$ cat config.mk
export PLATFORM = sky130hd
export DESIGN_NAME = fifo_rd_stream
export DESIGN_NICKNAME = d
export VERILOG_FILES = /design/src/rtl/fifo_rd_stream_pkg.sv /design/src/rtl/fifo_rd_stream_skid_buf2.sv /design/src/rtl/fifo_rd_stream.sv
export SDC_FILE = /design/constraint.sdc
export NUM_CORES = 1
export LEC_CHECK = 0
export BUFFER_PORTS_ARGS = -buffer_cell sky130_fd_sc_hd__buf_2
export CAP_MARGIN = 10
export CORE_UTILIZATION = 45
export CTS_CLUSTER_SIZE = 12
export DETAILED_ROUTE_END_ITERATION = 12
export PLACE_DENSITY_LB_ADDON = 0.08
export SETUP_SLACK_MARGIN = 0.02
export SLEW_MARGIN = 20
export SYNTH_ARGS = -nofsm -noshare
export SYNTH_HDL_FRONTEND = slang
export SYNTH_SLANG_ARGS = --single-unit
$ cat constraint.sdc
create_clock -name rclk -period 6.2 [get_ports rclk]
set_clock_uncertainty 0.05 [all_clocks]
set_input_delay 0.31 -clock rclk [delete_from_list [all_inputs] [get_ports rclk]]
set_output_delay 0.31 -clock rclk [all_outputs]
set_load 0.05 [all_outputs]
$ cat src/rtl/fifo_rd_stream_pkg.sv
// Shared types for the FIFO read-side stream consumer.
// The occupancy encoding equals the number of buffered words.
package fifo_rd_stream_pkg;

  localparam int unsigned LEVEL_W = 2;

  typedef enum logic [LEVEL_W-1:0] {
    OCC_EMPTY = 2'd0,
    OCC_ONE   = 2'd1,
    OCC_TWO   = 2'd2
  } occ_e;

  // Number of words held for a given occupancy state
  function automatic logic [LEVEL_W-1:0] occ_level(input occ_e occ);
    return LEVEL_W'(occ);
  endfunction

endpackage

$ cat src/rtl/fifo_rd_stream_skid_buf2.sv
// Two-entry register buffer; entry 0 is always the oldest word and drives o_data.
// A push with a simultaneous pop in ONE replaces entry 0 directly.
module fifo_rd_stream_skid_buf2
  import fifo_rd_stream_pkg::*;
#(
  parameter int unsigned DATA_WIDTH = 8
) (
  input  logic                  clk,
  input  logic                  rst,
  input  logic                  i_push,
  input  logic [DATA_WIDTH-1:0] i_push_data,
  input  logic                  i_pop,
  input  logic                  i_flush,
  output occ_e                  o_occ,
  output logic                  o_valid,
  output logic [DATA_WIDTH-1:0] o_data
);

  occ_e                  r_occ;
  logic                  r_valid;
  logic [DATA_WIDTH-1:0] r_entry0;
  logic [DATA_WIDTH-1:0] r_entry1;

  // Occupancy FSM with entry shifting; flush keeps stale data but drops validity
  always_ff @(posedge clk) begin
    if (rst) begin
      r_occ    <= OCC_EMPTY;
      r_valid  <= 1'b0;
      r_entry0 <= '0;
      r_entry1 <= '0;
    end else if (i_flush) begin
      r_occ   <= OCC_EMPTY;
      r_valid <= 1'b0;
    end else begin
      case (r_occ)
        OCC_EMPTY: begin
          if (i_push) begin
            r_entry0 <= i_push_data;
            r_occ    <= OCC_ONE;
            r_valid  <= 1'b1;
          end
        end
        OCC_ONE: begin
          if (i_push && i_pop) begin
            r_entry0 <= i_push_data;
          end else if (i_push) begin
            r_entry1 <= i_push_data;
            r_occ    <= OCC_TWO;
          end else if (i_pop) begin
            r_occ   <= OCC_EMPTY;
            r_valid <= 1'b0;
          end
        end
        OCC_TWO: begin
          if (i_pop) begin
            r_entry0 <= r_entry1;
            if (i_push) begin
              r_entry1 <= i_push_data;
            end else begin
              r_occ <= OCC_ONE;
            end
          end
        end
        default: begin
          r_occ   <= OCC_EMPTY;
          r_valid <= 1'b0;
        end
      endcase
    end
  end

  assign o_occ   = r_occ;
  assign o_valid = r_valid;
  assign o_data  = r_entry0;

endmodule

$ cat src/rtl/fifo_rd_stream.sv
// Read-side consumer of the async FIFO: pops words and presents them as a
// valid/ready stream, hiding the FIFO's registered read latency.
module fifo_rd_stream
  import fifo_rd_stream_pkg::*;
#(
  parameter int unsigned DATA_WIDTH = 8,
  parameter int unsigned CNT_WIDTH  = 16
) (
  input  logic                  rclk,
  input  logic                  rrst,
  input  logic                  fifo_empty,
  input  logic [DATA_WIDTH-1:0] fifo_data,
  output logic                  fifo_rd_en,
  output logic                  m_valid,
  output logic [DATA_WIDTH-1:0] m_data,
  input  logic                  m_ready,
  input  logic                  flush,
  output logic [CNT_WIDTH-1:0]  rd_count
);

  occ_e                 w_occ;
  logic                 w_pop;
  logic                 w_issue;
  logic                 w_push;
  logic [2:0]           w_level_pre;
  logic [2:0]           w_level_post;
  logic                 r_inflight;
  logic [CNT_WIDTH-1:0] r_count;

  assign w_pop = m_valid & m_ready;

  // Committed words (buffered + in flight) after this cycle's pop; never exceeds 2
  assign w_level_pre  = 3'(occ_level(w_occ)) + 3'(r_inflight);
  assign w_level_post = w_level_pre - 3'(w_pop);

  // Combinational from m_ready so a ready sink sustains one word per cycle
  assign fifo_rd_en = ~rrst & ~flush & ~fifo_empty & (w_level_post < 3'd2);
  assign w_issue    = fifo_rd_en & ~fifo_empty;
  assign w_push     = r_inflight & ~flush;

  always_ff @(posedge rclk) begin
    if (rrst) begin
      r_inflight <= 1'b0;
    end else begin
      r_inflight <= w_issue;
    end
  end

  // Delivered-word counter, wraps naturally; a pop during flush still counts
  always_ff @(posedge rclk) begin
    if (rrst) begin
      r_count <= '0;
    end else if (w_pop) begin
      r_count <= r_count + CNT_WIDTH'(1);
    end
  end

  assign rd_count = r_count;

  fifo_rd_stream_skid_buf2 #(
    .DATA_WIDTH (DATA_WIDTH)
  ) u_skid (
    .clk         (rclk),
    .rst         (rrst),
    .i_push      (w_push),
    .i_push_data (fifo_data),
    .i_pop       (w_pop),
    .i_flush     (flush),
    .o_occ       (w_occ),
    .o_valid     (m_valid),
    .o_data      (m_data)
  );

endmodule

==> impl_metrics.json <==
{
  "fillCellCount": 349,
  "grt_pass1_wl_mm": 6.13,
  "worstSetupEndpointType": "output pin",
  "min_period_ns": 3.06,
  "syn2layout_area_growth_pct": 13.9,
  "root_buffer": "clkbuf_8",
  "mostFrequentLayoutCells": "buf_2, dfxtp_1, nand2b_1",
  "pwr_density_cell_nw_per_um2": 204,
  "row_count": 22,
  "synth_area_per_cell_um2": 9.68,
  "setup-violations-final": 0,
  "dr_total_vias": 1399,
  "die_height_um": 65.4,
  "p_comb_share_pct": 8.5,
  "grt_max_degree": 48,
  "switching_share_pct": 24.2,
  "ys_seq_area_share_pct": 39.8,
  "holdCritStartpoint": "flush",
  "switchingPower_uw": 102,
  "maxCapViolations": 0,
  "drive_gt1_share_pct": 23.6,
  "wl_per_cell_um": 13.5,
  "insertion_delay_ns": 0.29,
  "final_common_cell": "buf_2",
  "ys_types": 42,
  "fin_hold_ws_ns": 0.232,
  "io_pins": 39,
  "max_freq_mhz": 326,
  "hold_viol": 0,
  "synth_edf_count": 0,
  "hold_path.class": "primary input to flip-flop",
  "path_class": "flip-flop to output pin",
  "start_util_pct": 48.0,
  "clk_pin_slew_ns": 0.06,
  "drv_slew": 0,
  "cp.required_ns": 5.84,
  "ys_async_sr_fraction_pct": 0,
  "cts_setup_buffers": 0,
  "synthFlopType": "dfxtp_1",
  "hold_buffers": 0,
  "p_int_uw": 318,
  "p_leak_nw": 0.894,
  "worstMarginPinSlew_ns": 0.724,
  "antenna_found_initial": 0,
  "min_period_over_period_pct": 49.4,
  "postCtsResizedCells": 0,
  "grt_pass1_vias": 1343,
  "p_clk_share_pct": 35.3,
  "diodes": 0,
  "postSynthCellCount": 187,
  "htree_levels": 2,
  "ys_seq_elements": 36,
  "netlist_area_um2": 1810,
  "critical_path.startpoint": "u_skid.o_valid$_SDFFE_PP0P_",
  "yosysWarnings": 0,
  "cts_tree": "done",
  "drt_iter0_drc": 77,
  "drt-pass1-iter-count": 4,
  "ant_nets": 0,
  "critPathArrivalTime_ns": 2.70,
  "ir_drop_mv": 0.149,
  "slew_headroom_pct": 51.8,
  "status": "complete, no violations",
  "gp_congestion": 0.795,
  "viasPerCell": 5.22,
  "core_area_um2": 3770,
  "io_buffer_count": 38,
  "synth_nets": 203,
  "clkSinkCount": 36,
  "cts_buffers": 5,
  "clk_path_buf_depth": 2,
  "nets": 238,
  "crit_path_start_kind": "flip-flop",
  "wl_mm": 3.63,
  "hpwl_mm": 2.56,
  "path_max_fanout": 10,
  "rsz0062_at_grt": "false",
  "grt_overflow": 0,
  "drcViolationCount": 0,
  "dieArea_um2": 4280,
  "die_w_um": 65.4,
  "grtUsageTotal_pct": 19.0,
  "r2r-start": "u_skid.o_valid$_SDFFE_PP0P_",
  "seq_power_share_pct": 56.2,
  "tns_ns": 0
}
## stage by stage
stage / cell area, um^2 / instances / setup slack [ns] / power (mW) / utilization [%]
after detailed placement: 1990 / 263 / 3.47 / 0.277 / 52.8
after CTS: 2060 / 268 / 3.12 / 0.425 / 54.6
after global routing: 2060 / 268 / 2.91 / 0.439 / 54.6
after global placement: 1990 / 263 / 3.55 / 0.276 / 52.8
final: 2060 / 268 / 3.14 / 0.420 / 54.6
after floorplan: 1810 / 187 / 2.30 / 0.268 / -
## path summary, 6_finish.rpt
| path | end | cells after the start | slack [ns] |
|---|---|---|---|
| hold reg to reg | u_skid.r_entry1[5]$_SDFFE_PP0P_ | 2 | 0.43 |
| setup reg to reg | r_inflight$_SDFF_PP0_ | 7 | 3.94 |
| hold / removal | u_skid.o_occ[1]$_SDFFE_PP0P_ | 2 | 0.23 |
| setup / recovery | fifo_rd_en | 8 | 3.14 |
## metal layers
metal / vias up / track usage, % / wire, um
met1: 633 / 24.0 / 1740
met4: 0 / 8.97 / 33
met3: 6 / 4.51 / 126
met2: 27 / 30.2 / 1730
met5: - / 0 / 0
li1: 733 / - / -
## power by group through the flow
stage	registers (mW)	logic, mW	clock network [mW]
2_1_floorplan	0.247	0.0201	0
3_3_place_gp	0.241	0.0348	0
3_5_place_dp	0.241	0.0359	0
4_1_cts	0.236	0.0359	0.153
5_1_grt	0.236	0.0390	0.164
6_report	0.236	0.0357	0.148
## cells in the mapped netlist, drive strengths merged (2+ instances only)
master	count	area, um^2
a21oi	11	55.1
nand2	9	33.8
o22a	3	26.3
a21boi	2	15.0
nand3	5	30.0
dfxtp	36	721
mux2	2	22.5
nor4	4	40.0
xor2	6	52.6
xnor2	6	52.6
nor2b	2	12.5
buf	3	30.0
ha	2	25.0
a311oi	8	70.1
nand4	4	31.3
o21ai	3	15.0
or3	2	12.5
inv	4	15.0
and4	2	18.8
nand2b	21	134
nor2	15	72.6
nor3	4	20.0
mux2i	17	170
clkbuf	7	37.5
## critical path, stage by stage, from the launching register on
cell,delay [ns]
dfxtp_1,0.51
nand2_1,0.21
inv_1,0.19
ha_1,0.25
nand2b_1,0.16
fa_1,0.52
nand2b_1,0.07
nor4_1,0.21
buf_2,0.30
## state kept, by name, summed over array words and instances (netlist names)
signal,count
u_skid.r_entry1,8
u_skid.o_occ,2
u_skid.o_valid,1
rd_count,16
u_skid.o_data,8
r_inflight,1
## cell type report
type                       instances  area [um^2]  share of cell area [%]
timing repair buffer              38          190                    9.23
inverter                           4         15.0                   0.729
clock buffer                       5         68.8                    3.34
sequential                        36          721                    35.0
tap                               48         60.1                    2.91
multi-input combinational        137         1010                    48.8
## logic make-up (layout without fill, tap and decap cells)
kind of cell             count (synthesis)  count (layout)  synth area share, %
flip-flops                              36              36                 39.8
buffers and inverters                   14              47                 4.56
AO/OA/AOI/OAI                           30              30                 12.1
multiplexers                            19              19                 10.6
XOR/XNOR                                12              12                 5.81
adder cells (fa/ha/maj)                  3               3                 2.49
AND/OR/NAND/NOR                         73              73                 24.6
No activity file was read; power rests on OpenSTA's default activity.
